<file path="src/rtl/key_pkg.sv">
// rtl/key_pkg.sv - shared constants and lane-to-code mapping for the key event encoder
package key_pkg;

  localparam int KEY_W     = 5;
  localparam int NUM_LANES = 20;

  localparam logic [KEY_W-1:0] KEY_STAR    = 5'h0A;
  localparam logic [KEY_W-1:0] KEY_HASH    = 5'h0B;
  localparam logic [KEY_W-1:0] KEY_OP_BASE = 5'h10;

  // Lanes 0..11 carry swp[0..11]; lanes 12..19 carry swd[0..7].
  function automatic logic [KEY_W-1:0] lane_code(input int lane);
    logic [KEY_W-1:0] code;
    if (lane == 0)       code = KEY_HASH;
    else if (lane == 1)  code = '0;
    else if (lane == 2)  code = KEY_STAR;
    else if (lane < 12)  code = KEY_W'(12 - lane);
    else                 code = KEY_OP_BASE + KEY_W'(lane - 12);
    return code;
  endfunction

endpackage

</file>
<file path="src/rtl/key_fifo.sv">
// rtl/key_fifo.sv - show-ahead synchronous FIFO with full, empty and count
module key_fifo #(
  parameter int W     = 5,
  parameter int DEPTH = 4
) (
  input  logic                   clk,
  input  logic                   rst,
  input  logic                   push,
  input  logic [W-1:0]           din,
  input  logic                   pop,
  output logic [W-1:0]           dout,
  output logic                   full,
  output logic                   empty,
  output logic [$clog2(DEPTH):0] count
);

  localparam int AW = $clog2(DEPTH);

  logic [W-1:0]  mem [DEPTH];
  logic [AW-1:0] wr_ptr;
  logic [AW-1:0] rd_ptr;
  logic          do_push;
  logic          do_pop;

  assign empty   = (count == '0);
  assign full    = (int'(count) == DEPTH);
  assign do_pop  = pop && !empty;
  // A full queue still accepts a write when the head leaves in the same cycle.
  assign do_push = push && (!full || do_pop);
  assign dout    = mem[rd_ptr];

  always_ff @(posedge clk or negedge rst) begin
    if (!rst) begin
      wr_ptr <= '0;
      rd_ptr <= '0;
      count  <= '0;
      for (int i = 0; i < DEPTH; i++) mem[i] <= '0;
    end else begin
      if (do_push) begin
        mem[wr_ptr] <= din;
        wr_ptr      <= wr_ptr + 1'b1;
      end
      if (do_pop) rd_ptr <= rd_ptr + 1'b1;
      if (do_push && !do_pop)      count <= count + 1'b1;
      else if (do_pop && !do_push) count <= count - 1'b1;
    end
  end

endmodule

</file>
<file path="src/rtl/key_event_encoder.sv">
// rtl/key_event_encoder.sv - debounce keypad/switch lanes and queue one code per press
module key_event_encoder
  import key_pkg::*;
#(
  parameter int DB_CNT     = 16,
  parameter int FIFO_DEPTH = 4
) (
  input  logic                 clk,
  input  logic                 rst,
  input  logic [11:0]          swp,
  input  logic [7:0]           swd,
  output logic                 key_valid,
  output logic [KEY_W-1:0]     key_code,
  input  logic                 key_ready,
  output logic                 overflow,
  output logic [NUM_LANES-1:0] held
);

  localparam int CNT_W  = $clog2(DB_CNT);
  localparam int LANE_W = $clog2(NUM_LANES);
  localparam logic [CNT_W-1:0] CNT_MAX = CNT_W'(DB_CNT - 1);

  logic [NUM_LANES-1:0]        raw;
  logic [NUM_LANES-1:0]        db;
  logic [NUM_LANES-1:0]        db_q;
  logic [NUM_LANES-1:0]        rise;
  logic [NUM_LANES-1:0]        pend;
  logic [NUM_LANES-1:0]        clr;
  logic [KEY_W-1:0]            sel_code;
  logic [LANE_W-1:0]           sel_lane;
  logic                        any_pend;
  logic                        wr;
  logic                        pop;
  logic                        full;
  logic                        empty;
  logic [$clog2(FIFO_DEPTH):0] fifo_count;
  logic                        count_unused;

  assign raw = {swd, swp};

  for (genvar g = 0; g < NUM_LANES; g++) begin : g_lane
    logic             s1;
    logic             s2;
    logic             lvl;
    logic [CNT_W-1:0] cnt;

    always_ff @(posedge clk or negedge rst) begin
      if (!rst) begin
        s1  <= 1'b0;
        s2  <= 1'b0;
        lvl <= 1'b0;
        cnt <= '0;
      end else begin
        s1 <= raw[g];
        s2 <= s1;
        if (s2 == lvl) begin
          cnt <= '0;
        end else if (cnt == CNT_MAX) begin
          lvl <= ~lvl;
          cnt <= '0;
        end else begin
          cnt <= cnt + 1'b1;
        end
      end
    end

    assign db[g] = lvl;
  end

  assign rise = db & ~db_q;

  // Lowest code among pending lanes wins, so simultaneous presses drain in ascending order.
  always_comb begin
    any_pend = 1'b0;
    sel_code = '0;
    sel_lane = '0;
    for (int l = 0; l < NUM_LANES; l++) begin
      if (pend[l] && (!any_pend || lane_code(l) < sel_code)) begin
        any_pend = 1'b1;
        sel_code = lane_code(l);
        sel_lane = LANE_W'(l);
      end
    end
  end

  assign pop = key_valid && key_ready;
  assign wr  = any_pend && (!full || pop);

  always_comb begin
    clr = '0;
    if (wr) clr[sel_lane] = 1'b1;
  end

  // A repeat press on a lane that is still pending is dropped and flagged.
  always_ff @(posedge clk or negedge rst) begin
    if (!rst) begin
      db_q     <= '0;
      pend     <= '0;
      overflow <= 1'b0;
    end else begin
      db_q <= db;
      pend <= (pend & ~clr) | (rise & ~pend);
      if (|(rise & pend)) overflow <= 1'b1;
    end
  end

  key_fifo #(
    .W     (KEY_W),
    .DEPTH (FIFO_DEPTH)
  ) u_fifo (
    .clk   (clk),
    .rst   (rst),
    .push  (wr),
    .din   (sel_code),
    .pop   (pop),
    .dout  (key_code),
    .full  (full),
    .empty (empty),
    .count (fifo_count)
  );

  assign count_unused = ^fifo_count;
  assign key_valid    = !empty;
  assign held         = db;

endmodule

</file>
<file path="config.mk">
export PLATFORM = sky130hd
export DESIGN_NAME = key_event_encoder
export DESIGN_NICKNAME = d
export VERILOG_FILES = /design/src/rtl/key_pkg.sv /design/src/rtl/key_fifo.sv /design/src/rtl/key_event_encoder.sv
export SDC_FILE = /design/constraint.sdc
export NUM_CORES = 1
export LEC_CHECK = 0
export ABC_CLOCK_PERIOD_IN_PS = 2390
export BUFFER_PORTS_ARGS = -buffer_cell sky130_fd_sc_hd__buf_2
export CAP_MARGIN = 20
export CORE_ASPECT_RATIO = 2
export CORE_UTILIZATION = 55
export CTS_CLUSTER_SIZE = 24
export DETAILED_ROUTE_END_ITERATION = 8
export PLACE_DENSITY = 0.76
export SYNTH_ARGS = -nofsm -noshare
export SYNTH_HDL_FRONTEND = slang
export SYNTH_SLANG_ARGS = --single-unit
</file>
<file path="constraint.sdc">
create_clock -name clk -period 2.39 [get_ports clk]
set_input_delay 0.1195 -clock clk [delete_from_list [all_inputs] [get_ports clk]]
set_output_delay 0.1195 -clock clk [all_outputs]
set_load 0.01 [all_outputs]
</file>
# == Word-level counts from Yosys, hierarchy flattened ==
# Cells that the tools add are included.
# op_classes
addsub,24
order_cmp,24
eq_ne,41
n_mux,110
n_bitwise,50
n_reduce_logical,94
# ops
operator,count
two-way mux 5 bit,40
two-way mux 4 bit,41
"adder 4 x 1 -> 4 bit, second input constant",20
bitwise AND 20 bit,4
"== test 4 bit, second input constant",20
NOT 20 bit,3
"less-than comparator 5 bit, first input constant",8
NOT 1 bit,40
AND reduction 2 bit,20
logical AND 1 bit,27
logical NOT 1 bit,23
two-way mux 1 bit,22
logical OR 1 bit,21
bitwise mux 20 bit,1
== test 1 bit,20
"less-than comparator 3 x 5 -> 1 bit, first input constant",4
two-way mux 20 bit,1
OR 20 bit,1
OR reduction 20 bit,1
"less-than comparator 4 x 5 -> 1 bit, first input constant",3
binary-select mux 5 bit (select 2 bit),1
demux 5 bit (select 2 bit),1
"less-than comparator 1 x 5 -> 1 bit, first input constant",2
"less-than comparator 2 x 5 -> 1 bit, first input constant",2
13 further kinds,17
# totals
regBits,208
inputBits,23
out_inout_bits,27
word_cells,433

# == Logic depth before layout (Yosys ltp) ==
# depth
word_depth,85
ltp_mapped,13

# == Cells and area by module ==
# From an unflattened synthesis, not the netlist that was laid out.
# unflattened
cells_unflattened,691
hier_area_um2,8772.2
# modules_own_cells
mod,n_inst,cells_each,area_each_um2,seq_area_each_um2
key_event_encoder,1,604,7385.8,4529.3
key_fifo,1,87,1386.3,675.6

# == Worst setup path before layout ==
# No wires, ideal clock.
# synth_path
path_type,reg2reg
start,register pend[5]
end,register u_fifo.count[1]
setup_ps,125
t_arrival_ps,2530
path_slack_ps,-265
path_stages_with_launch,12
path_buffers,3
path_cell_list,dfrtp_1 > clkbuf_1 > nor3_1 > and4_1 > buf_4 > a21o_1 > inv_2 > buf_2 > ha_1 > inv_1 > fa_1 > mux2_2
# synth_via
elab_chain_len,63
# synth_lines
element,line,source
from (decl),key_event_encoder.sv:27,logic [NUM_LANES-1:0] pend;
from (signal assigned),key_event_encoder.sv:102,pend <= (pend & ~clr) | (rise & ~pend);
logical AND 1 bit *,key_event_encoder.sv:78,if (pend[l] && (!any_pend || lane_code(l) < sel_code)) begin
two-way mux 5 bit / two-way mux 1 bit (equally long branches),key_event_encoder.sv:78,
less-than comparator 3 x 5 -> 1 bit / logical NOT 1 bit (equally long branches),key_event_encoder.sv:78,
logical OR 1 bit,key_event_encoder.sv:78,
logical AND 1 bit,key_event_encoder.sv:78,
two-way mux 5 bit / two-way mux 1 bit (equally long branches),key_event_encoder.sv:78,
less-than comparator 3 x 5 -> 1 bit / logical NOT 1 bit (equally long branches),key_event_encoder.sv:78,
logical OR 1 bit,key_event_encoder.sv:78,
[48 not listed],n/a,
logical AND 1 bit,key_event_encoder.sv:78,
two-way mux 1 bit *,key_event_encoder.sv:78,
logical AND 1 bit *,key_event_encoder.sv:87,assign wr = any_pend && (!full || pop);
logical AND 1 bit *,key_fifo.sv:29,assign do_push = push && (!full || do_pop);
net u_fifo.do_push,key_fifo.sv:22,logic do_push;
logical NOT 1 bit,key_fifo.sv:45,else if (do_pop && !do_push) count <= count - 1'b1;
logical AND 1 bit,key_fifo.sv:45,
nonzero test 2 bit (no source line),n/a,
to (signal assigned),key_fifo.sv:44,if (do_push && !do_pop) count <= count + 1'b1;
to (signal assigned),key_fifo.sv:45,
to (decl),key_fifo.sv:14,output logic [$clog2(DEPTH):0] count
# Mark *: on every way through the listed nets, which the timed path passes. The rest lies on a longest branch.
# A chain may end at the register's enable or synchronous reset.

# == Worst setup path in the final report ==
# layout_path
start,register pend[16]
end,register u_fifo.count[1]
# layout_via
elab_chain_len,19
# layout_lines
element,line
logical AND 1 bit *,key_event_encoder.sv:78
two-way mux 5 bit / two-way mux 1 bit (equally long branches),key_event_encoder.sv:78
less-than comparator 5 bit / logical NOT 1 bit (equally long branches),key_event_encoder.sv:78
logical OR 1 bit,key_event_encoder.sv:78
logical AND 1 bit,key_event_encoder.sv:78
two-way mux 5 bit / two-way mux 1 bit (equally long branches),key_event_encoder.sv:78
less-than comparator 5 bit / logical NOT 1 bit (equally long branches),key_event_encoder.sv:78
logical OR 1 bit,key_event_encoder.sv:78
[3 not listed],n/a
logical OR 1 bit,key_event_encoder.sv:78
logical AND 1 bit,key_event_encoder.sv:78
two-way mux 1 bit *,key_event_encoder.sv:78
logical AND 1 bit *,key_event_encoder.sv:87
logical AND 1 bit *,key_fifo.sv:29
logical NOT 1 bit,key_fifo.sv:45
logical AND 1 bit,key_fifo.sv:45
nonzero test 2 bit (no source line),n/a
# Every way passes the cells marked *; elsewhere a longest branch is shown, timed or not.

==> metrics <==
Comb power frac 0.314; Net Sw Power 3.619 mW; 1st-pass router iterations 6; top-area cell type share of the netlist area 0.5968; Power Internal 7.165 mW; IO Pins 50; DR WL/cell 17.54 um; Post-DP HPWL 13080 um; Setup WS post-layout 0.09085 ns; Worst setup SP type flop; Crit path largest cell delay 0.55 ns; H-tree levels 1; Clk network pwr share 0.278; fraction of layout cells with a size suffix above 1 0.1934; global-route wire length before repair 29870 um; IO Port Bufs 49; worst path arrival time 2.66 ns; CP Max Fanout 7; setup_tns 0 ns; ys async rst share 1.000; area leader, netlist dfrtp_1; clock buffer depth 3; Avg Inst Size Synth 12.15 um^2; clk slew on worst S/H paths 0.07 ns; later-pin clock latency in the skew report 0.48 ns; diodes inserted 0; pwr/cell area 1059 nW/um^2; final RePlAce weighted congestion 0.9752; worst reg-to-reg path cell count 8; Net Sw Frac 0.3356; CP Depth 8; CP endpoint kind flop; critical path type flop to flop; clock sink count 208; Reg power frac 0.408; most frequent cells after synthesis dfrtp_1 (208), a21oi_1 (49), nor2_1 (44), xnor2_1 (44), nor2b_1 (41); Post-synth top flop dfrtp_1; Power Total 10.78 mW; Max Clock Freq 0.4349 GHz; Initial Util 0.5673; min-delay worst type input port to async pin; worst path cell trace or4_4 > nor3_2 > a21o_1 > inv_2 > ha_4 > inv_2 > fa_1 > mux2_2; FF/Latch Area 5206 um^2; worst slack, placed 0.07668 ns; syn_nets 767; core area 15370 um^2; Crit-path slowest cell or4_4; Setup-failing EPs final 0; largest net degree at the start of global routing 92; most common cell in the netlist dfrtp_1; Post-Synthesis Cells 718; synth top area cells dfrtp_1 (60%), xnor2_1 (4.4%), ha_1 (3.6%); post-route ant nets 0; die area 16400 um^2; status complete, no violations; row count 64; Fillers 1155; P_leak 4.630 nW; GR Util All Layers 0.2267; fin. max-slew vios 0; area occupied by multi-input gates 3214 um^2; Worst-Margin Slew 0.7334 ns; number of remaining DRC errors 0; nets 859; Max VDD drop 0.0007596 V; min Tclk post-route 2.299 ns; vias per inst 5.723; CP delay by family, top simple AND/OR/NAND/NOR gates; Synth Register Bits 208; Congestion Overflow GR 0; vias 5837; CTS tree built; Worst Path Required 2.75 ns; die width 91.05 um; Cell variety after synth 56; Worst Skew 0.01300 ns; root buffer cell clkbuf_16; critical path buffer and inverter count 2; mapped cell area 8722 um^2; crit-path most repeated cell inv_2; Seq/Total Area, Yosys 0.5968; Final Hold Fails 0; Ys Warns 0; number of global-route vias before repair 6235; final wirelength 17890 um; area growth from synthesis to layout 16.74%; final period utilization 0.9620; DRT iter0 DRCs 241; CTS buffer count 19; Slew HR 0.5111; # Max-Cap Violations 0; Post-synth EDFFs 0; Die H 180.1 um; initial antenna violation count 0
==> cell families after synthesis <==
| kind of cell | after synthesis | share of synthesized area |
|---|---|---|
| adders and majority gates | 26 | 0.03816 |
| DFF | 208 | 0.5968 |
| muxes | 27 | 0.04117 |
| xor gates and xnor gates | 46 | 0.04619 |
| and+or+nand+nor | 195 | 0.1291 |
| buffers and inverters | 65 | 0.03773 |
| AOI/OAI and AO/OA | 151 | 0.1109 |
==> cell type report <==
cell class                 instances  area share
clock buffer                      25     0.05382
clock inverter                     8    0.007741
inverter                          30     0.01106
multi-input combinational        445      0.3157
sequential                       208      0.5113
tap                              198     0.02433
timing repair buffer             106     0.07606
==> cell usage in the layout, fill, tap and decap left out, types with 5 or more instances in the layout <==
cell / n
o21ai_0: 33
ha_1: 24
a21oi_1: 49
inv_1: 28
nand3_1: 28
o21ai_1: 5
nand2_1: 21
a21o_1: 7
mux2_2: 21
buf_4: 32
dlygate4sd3_1: 22
buf_2: 48
a41oi_1: 13
dfrtp_1: 207
nor3b_1: 16
clkbuf_16: 19
a31oi_1: 14
nor2_1: 44
xnor2_1: 44
a311oi_1: 10
nor2b_1: 41
nand4b_1: 15
clkbuf_8: 6
mux4_2: 5
==> worst register-to-register path, cell delays in order (launching register included) <==
cell and delay (ns):
dfrtp_1 0.39, or4_4 0.55, nor3_2 0.12, a21o_1 0.16
inv_2 0.08, ha_4 0.17, inv_2 0.05, fa_1 0.39
mux2_2 0.27
==> worst paths after layout <==
path / from / to / slack [ns]
worst max-delay path: pend[16]$_DFF_PN0_ / u_fifo.count[1]$_DFFE_PN0P_ / 0.09
worst min-delay path: rst / g_lane[3].s1$_DFF_PN0_ / 0.24
worst max register to register: pend[16]$_DFF_PN0_ / u_fifo.count[1]$_DFFE_PN0P_ / 0.09
worst min register to register: g_lane[12].s1$_DFF_PN0_ / g_lane[12].s2$_DFF_PN0_ / 0.35
max in group asynchronous: rst / db_q[10]$_DFF_PN0_ / 1.41
min in group clk: swd[2] / g_lane[14].s1$_DFF_PN0_ / 0.28
==> through the flow <==
step                      cells  utilization  hold WS, ns  cell area (um^2)
after floorplan             718            -      -0.1761              8761
after global placement      964       0.6060       0.2070              9318
after detailed placement    964       0.6060       0.2288              9318
after CTS                  1019       0.6611       0.2667             10160
after global routing       1020       0.6623       0.2655             10180
final                      1020       0.6623       0.2432             10180
==> per-layer routing <==
metal  global-route usage  share of wire  vias to the layer above  wire length [um]
met5                    0              0                        -                 0
met4               0.1041          0.041                        0               740
met3              0.03333          0.037                       44               653
met2               0.4348           0.57                      155             10220
met1               0.2379           0.35                     2915              6269
li1                     -              -                     2723                 -
==> power by group through the flow <==
stage	Clock, mW	Combinational, mW	Sequential (mW)
6_report	3.00	3.38	4.40
5_1_grt	3.20	3.69	4.47
4_1_cts	3.06	3.38	4.40
3_5_place_dp	0	3.33	4.46
3_3_place_gp	0	3.24	4.41
2_1_floorplan	0	2.22	4.29
==> flip-flops by register name (all words and copies together), names as in the netlist <==
signal,cells
g_lane.s2,20
g_lane.s1,20
u_fifo.rd_ptr,2
overflow,1
g_lane.cnt,80
g_lane.lvl,20
u_fifo.mem,20
u_fifo.wr_ptr,2
pend,20
db_q,20
u_fifo.count,3
==> repair_timing <==
action	CTS	global route
setup endpoints to repair	0	2
endpoints found under the hold margin	107	0
buffers inserted	0	1
hold buffers	22	0
resized for setup	0	3
Note: power is estimated with default switching activity, not from simulation.
